`src/rtl/hazard_stall_ctrl_if.sv`:
```
// Hazard controller bus: decoded pipeline state in, register enables and
// status out. The pipeline drives the master side; the controller is the slave.
interface hazard_stall_ctrl_if #(
    parameter int unsigned CNT_W = 16
);
    logic [31:0]      instr_reg;
    logic [31:0]      instr_reg_ex;
    logic             MemRead_exe;
    logic             branch_taken;
    logic             mem_busy;
    logic             pc_write;
    logic             ifid_write;
    logic             ifid_flush;
    logic             idex_bubble;
    logic [CNT_W-1:0] stall_cycles;
    logic             mem_timeout;

    modport master (
        output instr_reg,
        output instr_reg_ex,
        output MemRead_exe,
        output branch_taken,
        output mem_busy,
        input  pc_write,
        input  ifid_write,
        input  ifid_flush,
        input  idex_bubble,
        input  stall_cycles,
        input  mem_timeout
    );

    modport slave (
        input  instr_reg,
        input  instr_reg_ex,
        input  MemRead_exe,
        input  branch_taken,
        input  mem_busy,
        output pc_write,
        output ifid_write,
        output ifid_flush,
        output idex_bubble,
        output stall_cycles,
        output mem_timeout
    );
endinterface

```
`src/rtl/hazard_stall_ctrl.sv`:
```
// LEGv8 5-stage pipeline sequencer: load-use stalls, taken-branch flushes,
// memory-busy freeze, plus a stall-cycle counter and sticky memory timeout.
module hazard_stall_ctrl #(
    parameter int unsigned CNT_W    = 16,
    parameter int unsigned MAX_WAIT = 15
) (
    input  logic               clk,
    input  logic               reset,
    hazard_stall_ctrl_if.slave bus
);
    localparam int unsigned WAIT_W = $clog2(MAX_WAIT + 2);
    localparam logic [WAIT_W-1:0] WAIT_SAT = WAIT_W'(MAX_WAIT + 1);
    localparam logic [WAIT_W-1:0] WAIT_LIM = WAIT_W'(MAX_WAIT);
    localparam logic [CNT_W-1:0]  CNT_MAX  = {CNT_W{1'b1}};

    typedef enum logic [1:0] {
        RUN      = 2'd0,
        LD_STALL = 2'd1,
        FLUSH    = 2'd2,
        MEM_WAIT = 2'd3
    } state_e;

    state_e            state_q, state_d;
    logic [WAIT_W-1:0] wait_q, wait_d;
    logic [CNT_W-1:0]  stall_q, stall_d;
    logic              timeout_q, timeout_d;

    logic [4:0] rd_ex;
    logic       id_rtype;
    logic       id_src_rd;
    logic       load_use;
    logic       pc_write_c;
    logic       ifid_write_c;
    logic       ifid_flush_c;
    logic       idex_bubble_c;

    // Load-use detection: EX load target against every ID source register.
    always_comb begin
        rd_ex     = bus.instr_reg_ex[4:0];
        id_rtype  = (bus.instr_reg[28:24] == 5'b01010) ||
                    (bus.instr_reg[28:24] == 5'b01011);
        id_src_rd = (bus.instr_reg[31:21] == 11'b11111000000) ||
                    (bus.instr_reg[31:24] == 8'b10110100);
        load_use  = bus.MemRead_exe && (rd_ex != 5'd31) &&
                    ((rd_ex == bus.instr_reg[9:5]) ||
                     (id_rtype  && (rd_ex == bus.instr_reg[20:16])) ||
                     (id_src_rd && (rd_ex == bus.instr_reg[4:0])));
    end

    // Next state and enables; MEM_WAIT on release behaves exactly like RUN.
    always_comb begin
        state_d       = state_q;
        pc_write_c    = 1'b1;
        ifid_write_c  = 1'b1;
        ifid_flush_c  = 1'b0;
        idex_bubble_c = 1'b0;

        if (reset) begin
            state_d       = RUN;
            pc_write_c    = 1'b0;
            ifid_write_c  = 1'b0;
            ifid_flush_c  = 1'b1;
            idex_bubble_c = 1'b1;
        end else if (bus.mem_busy) begin
            state_d       = MEM_WAIT;
            pc_write_c    = 1'b0;
            ifid_write_c  = 1'b0;
        end else begin
            unique case (state_q)
                RUN, MEM_WAIT: begin
                    if (bus.branch_taken) begin
                        state_d       = FLUSH;
                        ifid_flush_c  = 1'b1;
                        idex_bubble_c = 1'b1;
                    end else if (load_use) begin
                        state_d       = LD_STALL;
                        pc_write_c    = 1'b0;
                        ifid_write_c  = 1'b0;
                        idex_bubble_c = 1'b1;
                    end else begin
                        state_d       = RUN;
                    end
                end
                LD_STALL, FLUSH: begin
                    state_d = RUN;
                end
                default: begin
                    state_d = RUN;
                end
            endcase
        end
    end

    // Counters and sticky timeout flag.
    always_comb begin
        wait_d    = wait_q;
        stall_d   = stall_q;
        timeout_d = timeout_q;

        if (reset) begin
            wait_d    = '0;
            stall_d   = '0;
            timeout_d = 1'b0;
        end else begin
            if (bus.mem_busy) begin
                wait_d = (wait_q == WAIT_SAT) ? WAIT_SAT : wait_q + WAIT_W'(1);
            end else begin
                wait_d = '0;
            end
            if (wait_d > WAIT_LIM) begin
                timeout_d = 1'b1;
            end
            if (!pc_write_c && (stall_q != CNT_MAX)) begin
                stall_d = stall_q + CNT_W'(1);
            end
        end
    end

    always_ff @(posedge clk) begin
        if (reset) begin
            state_q   <= RUN;
            wait_q    <= '0;
            stall_q   <= '0;
            timeout_q <= 1'b0;
        end else begin
            state_q   <= state_d;
            wait_q    <= wait_d;
            stall_q   <= stall_d;
            timeout_q <= timeout_d;
        end
    end

    assign bus.pc_write     = pc_write_c;
    assign bus.ifid_write   = ifid_write_c;
    assign bus.ifid_flush   = ifid_flush_c;
    assign bus.idex_bubble  = idex_bubble_c;
    assign bus.stall_cycles = stall_q;
    assign bus.mem_timeout  = timeout_q;

    // Immediate/address fields that never name a register.
    logic unused_fields;
    assign unused_fields = ^{bus.instr_reg[15:10], bus.instr_reg_ex[31:5]};
endmodule

```
`src/flat_wrapper.sv`:
```
// flat-port wrapper written by rule: the top's interface ports become plain ports
module hazard_stall_ctrl_flat 
#(
    parameter int unsigned CNT_W    = 16,
    parameter int unsigned MAX_WAIT = 15
)
  (clk, reset, bus_instr_reg, bus_instr_reg_ex, bus_MemRead_exe, bus_branch_taken, bus_mem_busy, bus_pc_write, bus_ifid_write, bus_ifid_flush, bus_idex_bubble, bus_stall_cycles, bus_mem_timeout);
  hazard_stall_ctrl_if #(.CNT_W(CNT_W)) bus_i ();
  input  logic clk;
  input  logic reset;
  input wire logic [$bits(bus_i.instr_reg)-1:0] bus_instr_reg;
  input wire logic [$bits(bus_i.instr_reg_ex)-1:0] bus_instr_reg_ex;
  input wire logic [$bits(bus_i.MemRead_exe)-1:0] bus_MemRead_exe;
  input wire logic [$bits(bus_i.branch_taken)-1:0] bus_branch_taken;
  input wire logic [$bits(bus_i.mem_busy)-1:0] bus_mem_busy;
  output wire logic [$bits(bus_i.pc_write)-1:0] bus_pc_write;
  output wire logic [$bits(bus_i.ifid_write)-1:0] bus_ifid_write;
  output wire logic [$bits(bus_i.ifid_flush)-1:0] bus_ifid_flush;
  output wire logic [$bits(bus_i.idex_bubble)-1:0] bus_idex_bubble;
  output wire logic [$bits(bus_i.stall_cycles)-1:0] bus_stall_cycles;
  output wire logic [$bits(bus_i.mem_timeout)-1:0] bus_mem_timeout;
  assign bus_i.instr_reg = bus_instr_reg;
  assign bus_i.instr_reg_ex = bus_instr_reg_ex;
  assign bus_i.MemRead_exe = bus_MemRead_exe;
  assign bus_i.branch_taken = bus_branch_taken;
  assign bus_i.mem_busy = bus_mem_busy;
  assign bus_pc_write = bus_i.pc_write;
  assign bus_ifid_write = bus_i.ifid_write;
  assign bus_ifid_flush = bus_i.ifid_flush;
  assign bus_idex_bubble = bus_i.idex_bubble;
  assign bus_stall_cycles = bus_i.stall_cycles;
  assign bus_mem_timeout = bus_i.mem_timeout;
  hazard_stall_ctrl #(.CNT_W(CNT_W), .MAX_WAIT(MAX_WAIT)) u_core (.clk(clk), .reset(reset), .bus(bus_i));
endmodule
```
`config.mk`:
```
export PLATFORM = sky130hd
export DESIGN_NAME = hazard_stall_ctrl_flat
export DESIGN_NICKNAME = d
export VERILOG_FILES = /design/src/rtl/hazard_stall_ctrl_if.sv /design/src/rtl/hazard_stall_ctrl.sv /design/src/flat_wrapper.sv
export SDC_FILE = /design/constraint.sdc
export NUM_CORES = 1
export LEC_CHECK = 0
export BUFFER_PORTS_ARGS = -buffer_cell sky130_fd_sc_hd__buf_2
export CAP_MARGIN = 15
export CORE_MARGIN = 2
export CORE_UTILIZATION = 46
export CTS_CLUSTER_DIAMETER = 50
export DETAILED_ROUTE_END_ITERATION = 16
export PLACE_DENSITY = 0.85
export SETUP_SLACK_MARGIN = 0.4
export SLEW_MARGIN = 20
export SYNTH_ARGS = -nofsm -noshare
export SYNTH_HDL_FRONTEND = slang
export SYNTH_SLANG_ARGS = --single-unit
```
`constraint.sdc`:
```
create_clock -name clk -period 4.3 [get_ports clk]
set_input_delay 0.215 -clock clk [delete_from_list [all_inputs] [get_ports clk]]
set_output_delay 0.215 -clock clk [all_outputs]
set_load 0.05 [all_outputs]
```
# --- Word level (Yosys, flattened, before mapping) ---
# Index checks and enable logic that the tools add are counted.
totals:
  reg_bits: 24
  output_inout_bits: 21
  elab_cells: 54
op_classes:
  n_addsub: 2
  magnitude_cmp: 1
  n_eq_ne: 13
  n_mux: 21
  n_reduce_logical: 13
op_table:
  columns: ["cell", "n"]
  rows:
  - ["16-bit by 1-bit adder with 16-bit output, second input constant", 1]
  - ["16-bit != test, second input constant", 1]
  - ["5-bit equality test", 3]
  - ["1-bit two-way mux", 15]
  - ["5-bit two-way mux", 3]
  - ["11-bit equality test, second input constant", 1]
  - ["5-bit by 4-bit equality test with 1-bit output, second input constant", 2]
  - ["8-bit equality test, second input constant", 1]
  - ["5-bit by 1-bit adder with 5-bit output, second input constant", 1]
  - ["5-bit equality test, second input constant", 1]
  - ["5-bit by 4-bit greater-than comparator with 1-bit output, second input constant", 1]
  - ["1-bit logical AND", 5]
  - ["5-bit != test, second input constant", 1]
  - ["2-bit equality test, second input constant", 2]
  - ["1-bit logical OR", 4]
  - ["2-bit two-way mux", 2]
  - ["2-bit case mux with 2 select lines", 1]
  - ["2-bit OR reduction", 2]
  - ["2-bit by 1-bit equality test with 1-bit output, second input constant", 1]
  - ["2-bit logical NOT", 1]
  - ["1-bit logical NOT", 1]

# --- Logic depth before layout (Yosys ltp) ---
depth:
  ltp_word: 13
  depth_mapped: 7
  ltp_nobuf: 7

# --- Worst setup path after synthesis ---
# OpenSTA, ideal clock, no wires.
synth_path:
  path_kind: "register -> register"
  from: "register u_core.stall_q[6], in the netlist u_core.bus.stall_cycles[6]"
  to: "register u_core.stall_q[8], in the netlist u_core.bus.stall_cycles[8]"
  setup_ps: 121
  arrival_ps: 2334
  required_ps: 4179
  slack_ps: 1845
  stages_incl_launch_ff: 8
  path_cell_list: "dfxtp_1 -> and3_2 -> and3_4 -> nand3_1 -> o41ai_4 -> nor3_1 -> nand3_1 -> mux2_2"
synth_via:
  elab_chain_cells: 2
  elab_cells_between_ends: 3
synth_lines:
  columns: ["item", "line_no", "rtl"]
  rows:
  - ["start, declared", "hazard_stall_ctrl.sv:25", "logic [CNT_W-1:0] stall_q, stall_d;"]
  - ["start signal, assigned", "hazard_stall_ctrl.sv:128", "stall_q <= stall_d;"]
  - ["branches (longest 2 deep; another with 16-bit by 1-bit adder with 16-bit output)", null, null]
# Several ways; the timed one is not identified.
# A chain may end at the register's enable or synchronous reset.

# --- Final worst setup path ---
# Ends and elaborated chain as after synthesis.

==> qor.yml <==
outcome:
  status: "completed"
timing:
  slew_headroom: 0.602
  setup_viol_count_final: 0
  fmax_ghz: 0.440
  layout_min_cycle_time_ps: 2270
  hold_viol: 0
  timing.setup.tns_ps: 0
  worst_pin_slew_ps: 595
  slew_viol_final: 0
  rsz0062_at_grt: "no"
  skew_ps: 12.9
  fin_crit_sh: 0.528
place:
  place_congestion: 0.818
  dp.cells: 269
  port_buffers: 56
  dpl.hpwl_um: 2370
synth:
  netlist_instances: 173
  synth-seq-cells: 24
  netlist_area_sq_um: 1480
  syn_avg_cell_area_sq_um: 8.55
  netlist-cell-type-count: 41
  synth_warnings: 0
  syn_nets: 245
  async_flop_share: 0
  ys_seq_area_frac: 0.325
  synth_edf_count: 0
  ys.flop_type: "dfxtp_1"
power:
  p_leak_nw: 0.784
  p_per_area_nw_per_um2: 240
  ir_drop_uv: 123
die:
  dieArea_sq_um: 3680
  chipWidth_um: 60.7
  start_util: 0.484
  fp.dieH_um: 60.7
  core_area_sq_um: 3050
  pin_count: 90
  rows: 20
cts:
  post-cts-setup-buffers: 0
  cts_made_buffers: 3
  cts_resized: 0
  cts.path.max_buffers: 2
  cts_tree: "done"
  clkLatencyLatePin_ps: 330
  cts_sinks: 24
  htreeDepth: 1
  cts_hold_buf: 0
  clk_pin_slew_ps: 140
  cts_root_buf: "clkbuf_4"
job:
  max-cap-violations: 0
critical_path:
  required_ps: 4540
  crit_type: "reg2reg"
  startpoint_type: "flop"
  cp-end-kind: "flop"
  crit_arrival_ps: 2510
  cp_max_fo: 9
grt:
  grt_pass1_wl_um: 4770
  antenna_found_initial: 0
  grt_pass1_vias: 1170
  grt_max_degree: 28
  grt-ovfl-total: 0
  grtUsageTotal: 0.170
route:
  vias_per_cell: 5.14
  dr.pass1.iters: 4
  drc_errors: 0
  drt_iter0_markers: 41
  wirelength_um: 3090
  vias: 1403
  ant_nets: 0
  routedWlPerCell_um: 11.3
min_path:
  hold_class: "in2reg"
cells_and_area:
  nets: 302
  synthToLayoutAreaGrowth_pct: 23.9
  instances_no_fill: 273
  utilization: 0.600
  diodes: 0
  layout-drive-gt1-share: 0.328
cells in the final DEF (no fill, tap or decap), drive strengths merged, types with 7 or more instances in the layout:
master   n
xnor2   17
nor2b    7
nand3   15
nand2    7
buf     56
dfxtp   24
xor2     8
inv      7
nor3    10
nor2    29
final cells by class:
type	instances	area, sq um
clock buffers	4	36.3
fillers	270	1220
inverters	7	26.3
multi-input cells	138	953
flip-flops and latches	24	480
well taps	44	55.1
repair buffers	56	280
metrics by stage:
stage / cell area (sq um) / total power, W / setup slack [ps] / hold WS (ps)
final: 1830 / 0.000440 / 2030 / 201
after global routing: 1830 / 0.000457 / 1840 / 206
after CTS: 1830 / 0.000443 / 2040 / 188
after detailed placement: 1800 / 0.000323 / 2060 / 464
after global placement: 1800 / 0.000321 / 2090 / 460
after floorplan: 1480 / 0.000292 / 1840 / 336
layer usage:
layer  track usage  vias up  wire [um]  part of all wire
li1              -      707          -                 -
met1         0.210      639       1390              0.45
met2         0.289       50       1430              0.46
met3        0.0213        7        186             0.060
met4        0.0901        0         78             0.025
met5             0        -          0                 0
registers in the layout, indices dropped and copies added (netlist names):
name	cells
u_core.state_q	2
u_core.bus.mem_timeout	1
u_core.bus.stall_cycles	16
u_core.wait_q	5
cells in the mapped netlist (2+ instances only):
master     n  share of area
xor2_1     8          0.047
a21o_1     2          0.010
nor2_1    28          0.071
a21o_2     2          0.012
inv_1      7          0.018
dfxtp_1   24           0.32
nor2b_1    7          0.030
nand2b_1   2         0.0085
nor3b_1    2          0.010
nand4_1    4          0.017
mux2_2     3          0.023
mux2i_1    2          0.014
xnor2_1   17           0.10
and3_1     2         0.0085
nand2_1    7          0.018
a21oi_1    4          0.014
ha_1       3          0.025
clkbuf_1   3         0.0076
nor3_1    10          0.034
nand3_1   15          0.051
where the power goes:
part           leakage, nW  internal, W  total (W)  switching (W)
logic                0.568    0.0000359  0.0000877      0.0000518
registers            0.194     0.000226   0.000230     0.00000357
clock network       0.0210    0.0000519   0.000123      0.0000707
critical path, stage by stage, from the launching register on:
cell,delay [ps]
dfxtp_1,430
and3_2,230
and3_4,210
nand3_1,130
o41ai_4,520
nor3_1,200
nand3_1,140
mux2_2,330
path summary, 6_finish.rpt:
check / from / end / slack, ps / cells past startpoint
setup / recovery: u_core.bus.stall_cycles[6] / u_core.bus.stall_cycles[8] / 2030 / 7
hold / removal: bus_mem_busy / u_core.state_q[1] / 200 / 3
hold reg to reg: u_core.bus.mem_timeout / u_core.bus.mem_timeout / 480 / 2
setup reg to reg: u_core.bus.stall_cycles[6] / u_core.bus.stall_cycles[8] / 2030 / 7
cell families after synthesis:
kind of cell	Yosys count	synth area share
simple gates	88	0.323
xor+xnor	25	0.148
flops	24	0.325
compound gates	16	0.102
buf+inv	11	0.0305
mux	6	0.0465
fa+ha+maj	3	0.0254
No activity file was read; power rests on OpenSTA's default activity.
